`config.mk`:
```
export PLATFORM = sky130hd
export DESIGN_NAME = rename_regfile_ckpt
export DESIGN_NICKNAME = d
export VERILOG_FILES = /design/src/rtl/rename_regfile_ckpt.sv
export SDC_FILE = /design/constraint.sdc
export NUM_CORES = 2
export LEC_CHECK = 0
export ABC_AREA = 0
export ABC_CLOCK_PERIOD_IN_PS = 5100
export BUFFER_PORTS_ARGS = -buffer_cell sky130_fd_sc_hd__buf_2
export CORE_MARGIN = 4
export CORE_UTILIZATION = 32
export CTS_CLUSTER_DIAMETER = 50
export DETAILED_ROUTE_END_ITERATION = 16
export GPL_ROUTABILITY_DRIVEN = 0
export PLACE_DENSITY = 0.49
export SLEW_MARGIN = 40
export SYNTH_ARGS = -nofsm -noshare
export SYNTH_HDL_FRONTEND = slang
export SYNTH_SLANG_ARGS = --single-unit
```
`constraint.sdc`:
```
create_clock -name clk -period 5.1 [get_ports clk]
set_input_delay 1.02 -clock clk [delete_from_list [all_inputs] [get_ports clk]]
set_output_delay 1.02 -clock clk [all_outputs]
set_load 0.02 [all_outputs]
```
`src/rtl/rename_regfile_ckpt.sv`:
```
// rename_regfile_ckpt: architectural register file with rename-tag table and branch checkpoints
module rename_regfile_ckpt #(
  parameter int DATA_W = 32,
  parameter int REG_W = 5,
  parameter int TAG_W = 4,
  parameter logic [TAG_W-1:0] TAG_FREE = '0,
  parameter int NUM_RD = 3,
  parameter int NUM_CKPT = 4,
  localparam int CK_W = (NUM_CKPT > 1) ? $clog2(NUM_CKPT) : 1
) (
  input  logic                     clk,
  input  logic                     rst,
  input  logic                     cm_en,
  input  logic [REG_W-1:0]         cm_name,
  input  logic [DATA_W-1:0]        cm_data,
  input  logic [TAG_W-1:0]         cm_tag,
  input  logic                     rn_en,
  input  logic [REG_W-1:0]         rn_name,
  input  logic [TAG_W-1:0]         rn_tag,
  input  logic [NUM_RD*REG_W-1:0]  rd_name,
  output logic [NUM_RD*DATA_W-1:0] rd_data,
  output logic [NUM_RD*TAG_W-1:0]  rd_tag,
  input  logic                     ck_en,
  output logic [CK_W-1:0]          ck_id,
  output logic                     ck_full,
  input  logic                     ck_rel_en,
  input  logic [CK_W-1:0]          ck_rel_id,
  input  logic                     rs_en,
  input  logic [CK_W-1:0]          rs_id,
  input  logic [NUM_CKPT-1:0]      rs_kill,
  input  logic                     flush
);
  localparam int REG_CNT = 1 << REG_W;
  logic [REG_CNT-1:0][DATA_W-1:0] data_q, data_d;
  logic [REG_CNT-1:0][TAG_W-1:0] tag_q, tag_d, tag_rn;
  logic [NUM_CKPT-1:0][REG_CNT-1:0][TAG_W-1:0] snap_q, snap_d, snap_clr;
  logic [NUM_CKPT-1:0] valid_q, valid_d;
  logic [NUM_RD-1:0][REG_W-1:0] rd_n;
  logic cm_hit, rn_hit, rs_ok, ck_take;
  assign cm_hit = cm_en && cm_name != '0;
  assign rn_hit = rn_en && rn_name != '0;
  assign rs_ok = rs_en && valid_q[rs_id];
  assign ck_take = ck_en && !ck_full && !flush && !rs_ok;
  assign ck_full = &valid_q;
  assign rd_n = rd_name;
  // lowest-index free checkpoint slot
  always_comb begin
    ck_id = '0;
    for (int i = NUM_CKPT - 1; i >= 0; i--)
      if (!valid_q[i]) ck_id = CK_W'(i);
  end
  // read ports: register 0 hardwired, otherwise commit data and tag clear bypass the stored copy
  for (genvar p = 0; p < NUM_RD; p++) begin : g_rd
    logic byp;
    assign byp = cm_en && cm_name == rd_n[p];
    assign rd_data[p*DATA_W +: DATA_W] = rd_n[p] == '0 ? '0 : byp ? cm_data : data_q[rd_n[p]];
    assign rd_tag[p*TAG_W +: TAG_W] = rd_n[p] == '0 ? TAG_FREE :
                                      (byp && tag_q[rd_n[p]] == cm_tag) ? TAG_FREE : tag_q[rd_n[p]];
  end
  // commit clears matching tags in the live table and every valid snapshot; rename overrides commit
  always_comb begin
    tag_rn = tag_q;
    if (cm_hit && tag_q[cm_name] == cm_tag) tag_rn[cm_name] = TAG_FREE;
    if (rn_hit) tag_rn[rn_name] = rn_tag;
    snap_clr = snap_q;
    for (int i = 0; i < NUM_CKPT; i++)
      if (cm_hit && valid_q[i] && snap_q[i][cm_name] == cm_tag) snap_clr[i][cm_name] = TAG_FREE;
  end
  // next state: flush beats restore beats rename/checkpoint; release always applies
  always_comb begin
    data_d = data_q;
    if (cm_hit) data_d[cm_name] = cm_data;
    tag_d = flush ? {REG_CNT{TAG_FREE}} : rs_ok ? snap_clr[rs_id] : tag_rn;
    snap_d = snap_clr;
    if (ck_take) snap_d[ck_id] = tag_rn;
    valid_d = valid_q;
    if (ck_rel_en) valid_d[ck_rel_id] = 1'b0;
    if (rs_en) valid_d = valid_d & ~rs_kill;
    if (rs_ok) valid_d[rs_id] = 1'b0;
    if (ck_take) valid_d[ck_id] = 1'b1;
    if (flush) valid_d = '0;
  end
  // state registers with asynchronous active-low reset
  always_ff @(posedge clk or negedge rst) begin
    if (!rst) begin
      data_q <= '0;
      tag_q <= {REG_CNT{TAG_FREE}};
      snap_q <= {(NUM_CKPT*REG_CNT){TAG_FREE}};
      valid_q <= '0;
    end else begin
      data_q <= data_d;
      tag_q <= tag_d;
      snap_q <= snap_d;
      valid_q <= valid_d;
    end
  end
endmodule
```
==> results.md <==
* Outcome: finished, final reports clean
* Via count at 80500
* GR met3 Demand/Resource at 8.66%
* Seq pwr share at 37.2%
* Clock skew at 87.9 ps
* Worst-Skew Late Latency at 930 ps
* Fmax at 203 MHz
* R2R Setup Slk at 1260 ps
* Pwr per Cell Area at 369 mW/mm²
* Crit path launch type: input pin
* Grt met1 use at 34.1%
* Antenna Violating Nets Remaining at 0
* M2 GR Usage at 39.3%
* CP arrival at 3910 ps
* First-pass GRT wire length at 635 mm
* R2r startpoint: tag_q[0]
* Synth Instances at 7925
* Max_cap viols at 0
* Die X-Extent at 575 µm
* Setup CP Type: input pin to output pin
* Starting Density at 32.2%
* CTS root buffer: clkbuf_16
* Cell row count at 207
* Post-Route WL at 449 mm
* Layout area overhead at 18.6%
* Max VDD drop at 0.298 mV
* Flops & latches, synth at 1668
* CORE AREA at 0.319 mm²
* HPWL after DPL at 292 mm
* Register area share after synthesis at 40.6%
* Initial antenna violation count at 20
* Placed Area at 0.112 mm²
* FILL cells at 30100
* Most frequent cell after synthesis: dfrtp_1
* Leakage at 50.7 nW
* Die height at 575 µm
* Number of global-route vias before repair at 81400
* Largest net degree at the start of global routing at 118
* Most used routing layer: met2
* WL/cell at 35.6 µm
* CTS tree: done
* Hold WC Path Type: input pin to asynchronous set/reset pin
* DRC viols at 0
* Iter 0 DRT Violations at 9834
* Fin util at 38.2%
* Switching Fraction at 29.1%
* P_sw at 0.0131 W
* Slew HR at 36.4%
* Mapped cell area at 0.103 mm²
* FF-to-FF End: snap_q[363]
* Clk slew on worst S/H paths at 50 ps
* Worst r2r path cells at 12
* Fin area at 0.122 mm²
* Primary FF master, synth: dfrtp_1
* PnR Total Power at 0.0450 W
* Final hold vios at 0
* Logic pwr share at 20.0%
* Setup TNS at 0 ps
* Yosys top cell by area: dfrtp_1
* Syn_nets at 8006
* All-layer global routing usage at 26.5%
* Layout Nets at 8182
* 1st-pass router iterations at 6
* Crit-path max FO at 23
* # setup viols final at 0
* CTS Hold Bufs at 0
* Layout cells sized above 1 at 40.8%
* Top post-synthesis cells by area: dfrtp_1 (41%), mux4_2 (25%), mux2_2 (10%), mux2i_1 (5.1%), nand2_1 (2.3%)
* TritonCTS Buffers at 270
* Post-synth top cells: dfrtp_1 (1668), mux4_2 (1133), mux2_2 (946)
* Ys Warns at 0
* Syn Area/Cell at 13.0 µm²
* EDFF count, synth at 0
* Cell Int Power at 0.0319 W
* Vias per cell at 6.38
* Port Buffers at 191
* Period utilization at 96.8%
* RSZ-0062 raised after global routing: no
* Clock power frac at 42.8%
* Top Ports at 192
* Final Max Tran Viols at 0
* GR Overflow Total at 0
* Yosys top cell area share at 40.6%
* CTS Buffer Depth at 4
* Worst Setup End Kind: output pin
* # H-tree levels at 5
* Period minus WS final at 4930 ps
* Die area at 0.330 mm²
* Critical path data required time at 4080 ps
* Clock sink total at 1668
* Synth async-reset ratio at 100%
* Synth cell types at 71
* Measured slew at the worst slew-check pin at 927 ps
==> placed cells by master, fill, tap and decap left out, types with 36 or more instances in the layout <==
master     instances
a31oi_1           72
nor2_1           259
o2bb2ai_1        105
nand3_1           40
dfrtp_1         1668
a211oi_1         178
nor4_1            40
mux4_2          1133
mux2i_1          523
buf_12           151
a22o_1           254
o21ai_0          176
nor2b_1           52
inv_1             41
a311oi_1          36
buf_4            421
buf_2            169
clkbuf_16        271
mux2_2           946
o22ai_1          243
nand2_1          611
a21oi_1          324
clkbuf_8          38
==> per-stage QoR <==
step,setup WS [ps],instances,hold WS [ps]
detailed placement,79.8,12100,403
global route,99.3,12600,3.65
floorplan,118,7925,458
CTS,60.8,12600,143
global placement,103,12100,393
finish,166,12600,9.86
==> kinds of logic (layout without fill, tap and decap cells) <==
kind of cell / Yosys count / count (layout) / synth area share (%)
DFF: 1668 / 1668 / 40.6
other: 0 / 16 / 0
AOI/OAI and AO/OA: 1542 / 1542 / 10.2
buffers and inverters: 903 / 1292 / 3.61
and+or+nand+nor: 1169 / 1169 / 4.97
muxes: 2604 / 2604 / 40.3
xor gates and xnor gates: 39 / 39 / 0.332
==> what timing repair did <==
item	4_1_cts	5_1_grt
endpoints found under the setup margin	0	1
resized for setup	0	1
buffers inserted	0	0
==> state kept, by name, summed over array words and instances (netlist names) <==
name / cells
data_q: 1024
snap_q: 512
tag_q: 128
valid_q: 4
==> routing by layer <==
metal  wire, µm  vias to the layer above
li1           -                    31600
met1     175000                    42500
met2     196000                     5039
met3      47800                     1320
met4      29500                        6
met5         36                        -
==> area by class of cell <==
class                           count  area [µm²]  area share, %
Clock inverter                    144        1990           1.63
Inverter                           43         161          0.132
Multi-Input combinational cell   5354       57800           47.4
Antenna cell                       16        40.0         0.0328
Timing Repair Buffer              764        7370           6.05
Sequential cell                  1668       41700           34.2
Clock buffer                      341        7420           6.09
Tap cell                         4284        5360           4.40
==> how the worst max path moves through the flow <==
stage | start | to | slack (ps)
after floorplan | rd_name[10] | rd_data[67] | 120
after global placement | rd_name[0] | rd_data[7] | 100
after detailed placement | cm_name[1] | rd_data[16] | 80
after CTS | cm_name[1] | rd_data[16] | 60
after global routing | rd_name[0] | rd_data[5] | 100
final | cm_name[3] | rd_data[51] | 170
==> worst max-delay path, stage by stage <==
cell	delay (ps)
buf_2	430
buf_4	280
xor2_1	80
nor4_1	430
nand3_4	490
a211oi_1	830
buf_2	300
==> power by group through the flow <==
stage               logic (W)  registers (W)  clock network, W
global route          0.00948         0.0170            0.0201
CTS                   0.00896         0.0167            0.0195
floorplan             0.00628         0.0162                 0
global placement      0.00880         0.0167                 0
detailed placement    0.00893         0.0169                 0
finish                0.00899         0.0167            0.0192
No activity file was read; power rests on OpenSTA's default activity.
